==> config.mk <==
export PLATFORM = sky130hd
export DESIGN_NAME = pair_triple_sequencer
export DESIGN_NICKNAME = d
export VERILOG_FILES = /design/src/rtl/pts_pkg.sv /design/src/rtl/ptd_cycle_timer.sv /design/src/rtl/pair_triple_sequencer.sv
export SDC_FILE = /design/constraint.sdc
export NUM_CORES = 1
export LEC_CHECK = 0
export ABC_CLOCK_PERIOD_IN_PS = 3170
export CAP_MARGIN = 15
export CORE_MARGIN = 3
export CORE_UTILIZATION = 58
export DETAILED_ROUTE_END_ITERATION = 7
export DONT_BUFFER_PORTS = 1
export PLACE_DENSITY_LB_ADDON = 0.15
export SYNTH_ARGS = -nofsm -noshare
export SYNTH_HDL_FRONTEND = slang
export SYNTH_HIERARCHICAL = 1
export SYNTH_SLANG_ARGS = --single-unit
==> constraint.sdc <==
create_clock -name clk -period 3.17 [get_ports clk]
set_input_delay 0.317 -clock clk [delete_from_list [all_inputs] [get_ports clk]]
set_output_delay 0.317 -clock clk [all_outputs]
set_load 0.1 [all_outputs]
==> src/rtl/pts_pkg.sv <==
// Shared types and constants for the pair/triple sequencer: FSM state
// encoding, slot indices and the latched verdict record.
package pts_pkg;

    typedef enum logic [1:0] {
        FILL  = 2'd0,
        START = 2'd1,
        WAIT  = 2'd2,
        HOLD  = 2'd3
    } state_t;

    localparam logic [1:0] SLOT_A = 2'd0;
    localparam logic [1:0] SLOT_B = 2'd1;
    localparam logic [1:0] SLOT_C = 2'd2;

    typedef struct packed {
        logic valid;
        logic pair;
        logic triple;
        logic timeout;
    } result_t;

endpackage

==> src/rtl/ptd_cycle_timer.sv <==
// Free-running cycle timer with clear and enable; tc flags the last count
// (MAX_COUNT-1) so the owner can leave its state before the timer would wrap.
module ptd_cycle_timer #(
    parameter int MAX_COUNT = 10000
) (
    input  logic                         clk,
    input  logic                         rst,
    input  logic                         clr,
    input  logic                         en,
    output logic [$clog2(MAX_COUNT)-1:0] value,
    output logic                         tc
);

    localparam int TW = $clog2(MAX_COUNT);
    localparam logic [TW-1:0] LAST = TW'(MAX_COUNT - 1);

    always_ff @(posedge clk) begin
        if (rst || clr) begin
            value <= '0;
        end else if (en) begin
            value <= value + 1'b1;
        end
    end

    assign tc = (value == LAST);

endmodule

==> src/rtl/pair_triple_sequencer.sv <==
// Collects three symbols, kicks the pair/triple detector, then latches and
// holds its verdict. Define PTS_TIMEOUT_EN to enable the WAIT-state timeout.
module pair_triple_sequencer
    import pts_pkg::*;
#(
    parameter int MAX_COUNT = 10000,
    parameter int SYM_W     = 4
) (
    input  logic             clk,
    input  logic             rst,
    input  logic             ena,
    input  logic [SYM_W-1:0] sym_in,
    input  logic             load,
    input  logic             clear,
    output logic             det_start,
    output logic [SYM_W-1:0] det_a,
    output logic [SYM_W-1:0] det_b,
    output logic [SYM_W-1:0] det_c,
    input  logic             det_done,
    input  logic             det_pair,
    input  logic             det_triple,
    output logic             res_valid,
    output logic             res_pair,
    output logic             res_triple,
    output logic             res_timeout,
    output logic [1:0]       count,
    output logic             busy
);

    localparam int TW = $clog2(MAX_COUNT);

    state_t           state, state_nx;
    logic [1:0]       count_nx;
    logic [SYM_W-1:0] slot_a, slot_b, slot_c;
    result_t          res_q, res_nx;
    logic             load_q;
    logic             load_edge;
    logic             cap_en;
    logic [1:0]       cap_idx;
    logic             timer_clr;
    logic             timer_en;
    logic             timer_tc;
    logic [TW-1:0]    timer_value;
    logic             unused_bits;

    assign load_edge = load & ~load_q;

    ptd_cycle_timer #(
        .MAX_COUNT(MAX_COUNT)
    ) u_timer (
        .clk  (clk),
        .rst  (rst),
        .clr  (timer_clr),
        .en   (timer_en),
        .value(timer_value),
        .tc   (timer_tc)
    );

    // load_q tracks the pin even while disabled so stale edges are dropped.
    always_ff @(posedge clk) begin
        if (rst) begin
            load_q <= 1'b0;
            state  <= FILL;
            count  <= 2'd0;
            res_q  <= '0;
            slot_a <= '0;
            slot_b <= '0;
            slot_c <= '0;
        end else begin
            load_q <= load;
            state  <= state_nx;
            count  <= count_nx;
            res_q  <= res_nx;
            if (cap_en) begin
                case (cap_idx)
                    SLOT_A:  slot_a <= sym_in;
                    SLOT_B:  slot_b <= sym_in;
                    SLOT_C:  slot_c <= sym_in;
                    default: ;
                endcase
            end
        end
    end

    always_comb begin
        state_nx  = state;
        count_nx  = count;
        res_nx    = res_q;
        cap_en    = 1'b0;
        cap_idx   = SLOT_A;
        timer_clr = 1'b0;
        timer_en  = 1'b0;

        if (clear) begin
            state_nx  = FILL;
            count_nx  = 2'd0;
            res_nx    = '0;
            timer_clr = 1'b1;
        end else if (ena) begin
            case (state)
                FILL: begin
                    timer_clr = 1'b1;
                    if (load_edge) begin
                        cap_en   = 1'b1;
                        cap_idx  = count;
                        count_nx = count + 2'd1;
                        if (count == SLOT_C) begin
                            state_nx = START;
                        end
                    end
                end
                START: begin
                    timer_clr = 1'b1;
                    state_nx  = WAIT;
                end
                WAIT: begin
                    // A verdict arriving on the timeout cycle takes precedence.
                    if (det_done) begin
                        res_nx    = '{valid: 1'b1, pair: det_pair, triple: det_triple, timeout: 1'b0};
                        state_nx  = HOLD;
                        timer_clr = 1'b1;
`ifdef PTS_TIMEOUT_EN
                    end else if (timer_tc) begin
                        res_nx    = '{valid: 1'b1, pair: 1'b0, triple: 1'b0, timeout: 1'b1};
                        state_nx  = HOLD;
                        timer_clr = 1'b1;
                    end else begin
                        timer_en = 1'b1;
                    end
`else
                    end else begin
                        timer_clr = 1'b1;
                    end
`endif
                end
                HOLD: begin
                    // A new load during display starts the next round immediately.
                    if (load_edge) begin
                        res_nx    = '0;
                        cap_en    = 1'b1;
                        cap_idx   = SLOT_A;
                        count_nx  = 2'd1;
                        state_nx  = FILL;
                        timer_clr = 1'b1;
                    end else if (timer_tc) begin
                        res_nx    = '0;
                        count_nx  = 2'd0;
                        state_nx  = FILL;
                        timer_clr = 1'b1;
                    end else begin
                        timer_en = 1'b1;
                    end
                end
                default: begin
                    state_nx  = FILL;
                    count_nx  = 2'd0;
                    timer_clr = 1'b1;
                end
            endcase
        end
    end

    assign det_start  = (state == START);
    assign busy       = (state == START) || (state == WAIT);
    assign det_a      = slot_a;
    assign det_b      = slot_b;
    assign det_c      = slot_c;
    assign res_valid  = res_q.valid;
    assign res_pair   = res_q.pair;
    assign res_triple = res_q.triple;
`ifdef PTS_TIMEOUT_EN
    assign res_timeout = res_q.timeout;
`else
    assign res_timeout = 1'b0;
`endif

    assign unused_bits = ^{timer_value, res_q.timeout};

endmodule

==> results of run 1 <==
## stage by stage
step / util [%] / area [µm²] / worst slack (ns) / hold WS (ns) / power, mW
2_1_floorplan: - / 1680 / 0.744 / 0.389 / 0.486
3_3_place_gp: 65.5 / 1710 / 0.791 / 0.392 / 0.487
3_5_place_dp: 65.5 / 1710 / 0.668 / 0.393 / 0.488
4_1_cts: 68.0 / 1780 / 0.640 / 0.0346 / 0.734
5_1_grt: 68.0 / 1780 / 0.416 / 0.0197 / 0.761
6_report: 68.0 / 1780 / 0.586 / 0.0462 / 0.729
## registers in the layout, indices dropped and copies added, names as in the netlist
register and flops:
det_c 4, res_triple 1, det_b 4, u_timer/value 14, load_q 1, det_a 4
state 2, res_pair 1, count 2, res_valid 1
## cell usage after synthesis (2+ instances only)
cell type	number
nand2_1	14
nand3_1	6
nor2b_1	3
nor2_1	23
xor2_1	3
o21ai_1	2
a21oi_1	11
dfxtp_1	34
nor4_1	3
nand4_1	7
clkbuf_1	3
or4_1	4
o21ai_0	3
inv_1	5
or3_1	5
or2_2	2
o31ai_1	4
nand2b_1	2
mux2i_1	18
ha_1	7
## worst max-delay path: cells and delay by family (launching register included)
family | cells | cell delay (ns)
adder cells (fa/ha/maj) | 1 | 0.25
AO/OA/AOI/OAI | 1 | 0.17
AND/OR/NAND/NOR | 8 | 1.71
flip-flops | 1 | 0.37
## power groups by stage
stage	Sequential, mW	Clock (mW)	Combinational, mW
global route	0.444	0.280	0.0371
finish	0.443	0.251	0.0346
CTS	0.444	0.256	0.0346
detailed placement	0.453	0	0.0346
global placement	0.453	0	0.0340
floorplan	0.456	0	0.0296
## kinds of logic after synthesis
group	share of synthesized area (%)
mux	11.4
fa+ha+maj	5.22
other cells	0.223
compound gates	9.76
simple gates	27.8
flops	40.5
xor+xnor	2.09
buf+inv	2.98
## cell type report
cell class	instances	area [µm²]	share of cell area (%)
multi-input cells	136	948	53.4
well taps	30	37.5	2.11
clock inverters	2	12.5	0.705
inverters	6	22.5	1.27
flip-flops and latches	34	681	38.3
repair buffers	3	22.5	1.27
clock buffers	6	51.3	2.89
## per-layer routing
layer | share of wire, % | vias up | wire [µm]
met5 | 0 | - | 0
met4 | 0.80 | 0 | 27
met3 | 7.5 | 4 | 254
met2 | 46 | 47 | 1570
met1 | 46 | 632 | 1540
li1 | - | 664 | -
## worst paths after layout
check        cells past startpoint               from                end
max                             10   u_timer/value[0]  u_timer/value[10]
min                              1                rst           det_c[2]
max reg2reg                     10   u_timer/value[0]  u_timer/value[10]
min reg2reg                      2  u_timer/value[13]  u_timer/value[13]
==> results.md, run 1 <==
- Gr busiest metal: met2
- Fin. max-slew vios: 0
- Crit start category: flip-flop
- Detailed placement HPWL: 2.60 mm
- Worst-skew pair later-pin latency: 0.32 ns
- Reg2reg setup slack: 0.59 ns
- CTS root buf: clkbuf_4
- Post-synth top area share: 40.5%
- Clk_skew: 0.00564 ns
- Grt ovf: 0
- Final TNS setup: 0 ns
- DRT iter0 DRCs: 47
- Rows: 18
- Crit share post-route: roughly four fifths
- Power share of the combinational group: 4.7%
- Die area: between 3000 and 4000 µm²
- Final Hold Vio Count: 0
- Number of synthesized flops with an enable pin: 0
- Crit path max-delay cell type: nor2_1
- Grt met1 use: 25.5%
- Hold Path Class: input port to flip-flop
- Starting Density: 64.3%
- Max IR drop VDD: between 0.4 and 0.5 mV
- Filler cells: 226
- Drt drc: 0
- Dpl cells: roughly 210
- FF+latch count, synth: 34
- Least-Margin Pin Slew: approximately 0.99 ns
- CP max stage delay: 0.48 ns
- Dominant cells by area after synthesis: dfxtp_1 41%, mux2i_1 11%, ha_1 5.2%
- Unrepaired setup endpoints after global routing: no
- Die Span X: 59.8 µm
- Clk slew on worst S/H paths: roughly 0.11 ns
- Most frequent cells in the layout: 34 x dfxtp_1, 23 x nor2_1, 18 x mux2i_1
- Largest net degree at the start of global routing: 21
- CTS tree: yes
- Clk buf depth: 2
- Crit path max fanout: 9
- Wirelength per Cell: 15.6 µm
- Initial antenna violation count: 0
- Post-synth top area cell: dfxtp_1
- Setup repair bufs after CTS: 0
- Power Density: 411 nW/µm²
- Post-Synthesis Net Count: 201
- Crit path top cell by count: or4_1
- N_diodes: 0
- Switching part of the total power: 24.9%
- Hold-fix buffers at CTS: 0
- GRT met3 Usage: 7.56%
- Kind of critical path: flip-flop to flip-flop
- Clock Sinks: 34
- WP data arrival: 2.84 ns
- Final #Nets: slightly above 200
- Status: finished, final reports clean
- Relative slew slack: about 34%
- Cells after synthesis: 182
- Final setup violation count: 0
- Resized Gates After CTS: 0
- Avg Inst Size Synth: 9.23 µm²
- # Max-Cap Violations: 0
- P_int: 0.548 mW
- Register area share after synthesis: 40.5%
- Post-synth ARST share: 0%
- CORE AREA: ~2600 µm²
- WP data required: 3.42 ns
- Layout area overhead: 5.74%
- Non-Filler Instances: 217
- Vias per cell: between 6 and 7
- Crit-path cells: ha_1, nand3_1, or4_1, nor3_2, nor2b_1, nand2_1, nor2_1, nand4_1, or4_1, a21oi_1
- Final ANT Viol Nets: 0
- Highest clock rate: just under 0.4 GHz
- Final WL: 3.39 mm
- Die H: 59.8 µm
- Synth warn: 6
- Vias in the first global route: between 1000 and 1500
- Clock share of power: 34.5%
- GP Congestion: 0.863
- GRT Total Usage: around a fifth
- Yosys cell types: 43
- GR met2 Demand/Resource: 33.3%
- Io pins: 32
- Cell Area, Synth: about 1700 µm²
- Most used DFF post-synth: dfxtp_1
- Switching pwr: 0.182 mW
- Sequential share of power: 60.8%
- Commonest non-fill, non-tap cell in the layout: dfxtp_1
- Critical Path End Type: flip-flop
- IO Port Bufs: 0
- H-tree depth: 2
- Layout cells sized above 1: 11.8%
- First-pass GRT wire length: 5.67 mm
- CTS Buf Count: 5
- Lkg Pwr: 0.615 nW
- Period minus WS final: about 2.6 ns
- Vias: 1347
- First-pass DRT Iterations: 4
Power figures use the tool's default switching activity.
==> run 2, diff against run 1 <==
--- a/config.mk
+++ b/config.mk
@@ -5,7 +5,7 @@
 export SDC_FILE = /design/constraint.sdc
 export NUM_CORES = 1
 export LEC_CHECK = 0
-export ABC_CLOCK_PERIOD_IN_PS = 3170
+export ABC_CLOCK_PERIOD_IN_PS = 2500
 export CAP_MARGIN = 15
 export CORE_MARGIN = 3
 export CORE_UTILIZATION = 58
==> constraint.sdc (replaced) <==
create_clock -name clk -period 2.5 [get_ports clk]
set_input_delay 0.25 -clock clk [delete_from_list [all_inputs] [get_ports clk]]
set_output_delay 0.25 -clock clk [all_outputs]
set_load 0.1 [all_outputs]
==> run 2 against run 1 <==
Count of clock-buffer cells in the layout shrank 1. Worst setup slack lost 0.42 ns. Critical path depth is the same. Power grew 55%. Critical path type unchanged. Critical endpoint unchanged. Largest cell class unchanged. Largest power group unchanged.
==> results.md, run 2 (synthesized netlist as in run 1, its figures left out) <==
- H-tree depth: 2 (unchanged)
- Rows: 18 (unchanged)
- DR WL met3: 290 µm (+14%)
- Final Hold Vio Count: 0 (unchanged)
- Final setup violation count: 0 (unchanged)
- CTS root buf: clkbuf_4
- Largest net degree at the start of global routing: 14 (-33%)
- Status: finished, final reports clean
- Die area: 3580 µm² (unchanged)
- Clk buf depth: 2 (unchanged)
- Non-Filler Instances: 224 (+3.2%)
- Crit path max fanout: 9 (unchanged)
- Max IR drop VDD: 0.794 mV (+96%)
- Wirelength per Cell: 16.3 µm (+4.2%)
- Filler cells: 219 (-3.1%)
- Reg-to-reg endpoint: u_timer/value[10]
- Critical Path Start: u_timer/value[0]
- Placed Instance Area: 1760 µm² (+2.6%)
- GRT Total Usage: 22.6% (+1.9 points)
- Io pins: 32 (unchanged)
- IO Port Bufs: 0 (unchanged)
- Most frequent cells in the layout: 34 x dfxtp_1, 22 x nor2_1, 18 x mux2i_1
- Crit share post-route: 93.4% (+12 points)
- Design area: 1880 µm² (+5.9%)
- Final TNS setup: 0 ns (unchanged)
- WL met1: 1.57 mm (+1.7%)
- Clk slew on worst S/H paths: 0.11 ns (about the same)
- Layout area overhead: 12.0%
- WP data required: 2.78 ns (-0.64 ns)
- CTS Buf Count: 5 (unchanged)
- First-pass DRT Iterations: 4 (unchanged)
- Worst-skew pair later-pin latency: 0.35 ns (+0.03 ns)
- Dpl cells: 215 (+2.9%)
- Vias: 1364 (+1.3%)
- Hold Path Class: input port to flip-flop
- Unrepaired setup endpoints after global routing: no
- Period minus WS final: 2.33 ns (-0.250 ns)
- First-pass GRT wire length: 6.02 mm (+6.2%)
- # Max-Cap Violations: 0 (unchanged)
- N_diodes: 0 (unchanged)
- Commonest non-fill, non-tap cell in the layout: dfxtp_1
- Relative slew slack: 33.7% (-0.13 points)
- Max FFs per register: 14 (unchanged)
- Die H: 59.8 µm (unchanged)
- Highest clock rate: 0.428 GHz (+11%)
- Drt drc: 0 (unchanged)
- Crit start category: flip-flop
- Worst r2r path cells: 10 (unchanged)
- Vias in the first global route: 1367 (+4.6%)
- Power Density: 602 nW/µm² (+46%)
- WL met2: 1.73 mm (+10%)
- Grt ovf: 0 (unchanged)
- Detailed placement HPWL: 2.64 mm (+1.4%)
- Top sig layer: met4
- Clock Sinks: 34 (unchanged)
- Kind of critical path: flip-flop to flip-flop
- CTS tree: yes
- Fin. max-slew vios: 0 (unchanged)
- Starting Density: 64.3% (unchanged)
- CORE AREA: 2610 µm² (unchanged)
- Least-Margin Pin Slew: 0.993 ns (-0.00190 ns)
- Total design power: 1.13 mW (+55%)
- Lkg Pwr: 0.673 nW (+9.4%)
- Final ANT Viol Nets: 0 (unchanged)
- Layout Utilization: 72.0% (+4.0 points)
- Layout cells sized above 1: 14.9% (+3.2 points)
- Vias per cell: 6.09 (-1.9%)
- Hold Crit Depth: 1 (unchanged)
- GP Congestion: 0.882 (+2.2%)
- WP data arrival: 2.61 ns (-0.23 ns)
- Final #Nets: 212 (+3.4%)
- RR Startpoint: u_timer/value[0]
- Die Span X: 59.8 µm (unchanged)
- DRT iter0 DRCs: 53 (+13%)
- Critical Path End Type: flip-flop
- Most flop-heavy register: u_timer/value
- Final WL: 3.65 mm (+7.6%)
- CP endpoint: u_timer/value[10]
- Setup repair bufs after CTS: 0 (unchanged)
- Initial antenna violation count: 0 (unchanged)
- Clk_skew: 0.00369 ns (-0.00195 ns)
- Reg2reg setup slack: 0.17 ns (-0.42 ns)
==> run 2: critical path, cell delays in order, from the launching register on <==
cell and delay (ns):
dfxtp_1 0.37, ha_1 0.27, nand3_1 0.11, or4_1 0.13
nor3_2 0.05, nor2b_1 0.15, nand2_1 0.12, nor2_4 0.24
nand4_1 0.18, or4_1 0.43, a21oi_1 0.20
==> run 2: layout make-up <==
| class | instances | area [µm²] | area share, % |
|---|---|---|---|
| clock buffer | 5 | 37.5 | 2.00 |
| clock inverter | 3 | 68.8 | 3.66 |
| inverter | 6 | 22.5 | 1.20 |
| multi-input combinational | 136 | 956 | 50.8 |
| sequential | 34 | 681 | 36.2 |
| tap | 30 | 37.5 | 2.00 |
| timing repair buffer | 10 | 77.6 | 4.13 |
==> run 2: power by group <==
group	internal, mW	switching [mW]	total, mW
registers	0.545	0.0176	0.563
clock network	0.313	0.207	0.519
logic	0.0156	0.0338	0.0493
==> run 2: worst min path at each step <==
stage / start / endpoint / slack (ns)
after detailed placement: rst / det_b[0] / 0.33
after global placement: rst / det_a[3] / 0.32
after floorplan: rst / load_q / 0.32
after global routing: load / load_q / 0.01
after CTS: load / load_q / 0.02
final: load / load_q / 0.02
==> run 2: stage by stage <==
step,hold WS (ns),setup WS (ns)
2_1_floorplan,0.322,0.0742
3_3_place_gp,0.324,0.121
3_5_place_dp,0.326,-0.0525
4_1_cts,0.0218,0.101
5_1_grt,0.0138,0.0300
6_report,0.0187,0.166
==> run 2: routing by layer <==
metal	vias to the layer above	track usage, %
li1	672	-
met1	633	26.9
met2	52	37.0
met3	7	7.13
met4	0	9.81
met5	-	0
==> run 2: what timing repair did <==
item,4_1_cts,5_1_grt
setup endpoints to repair,7,8
pin swaps,0,0
hold buffers,1,0
resized for setup,1,1
hold endpoints to repair,13,0
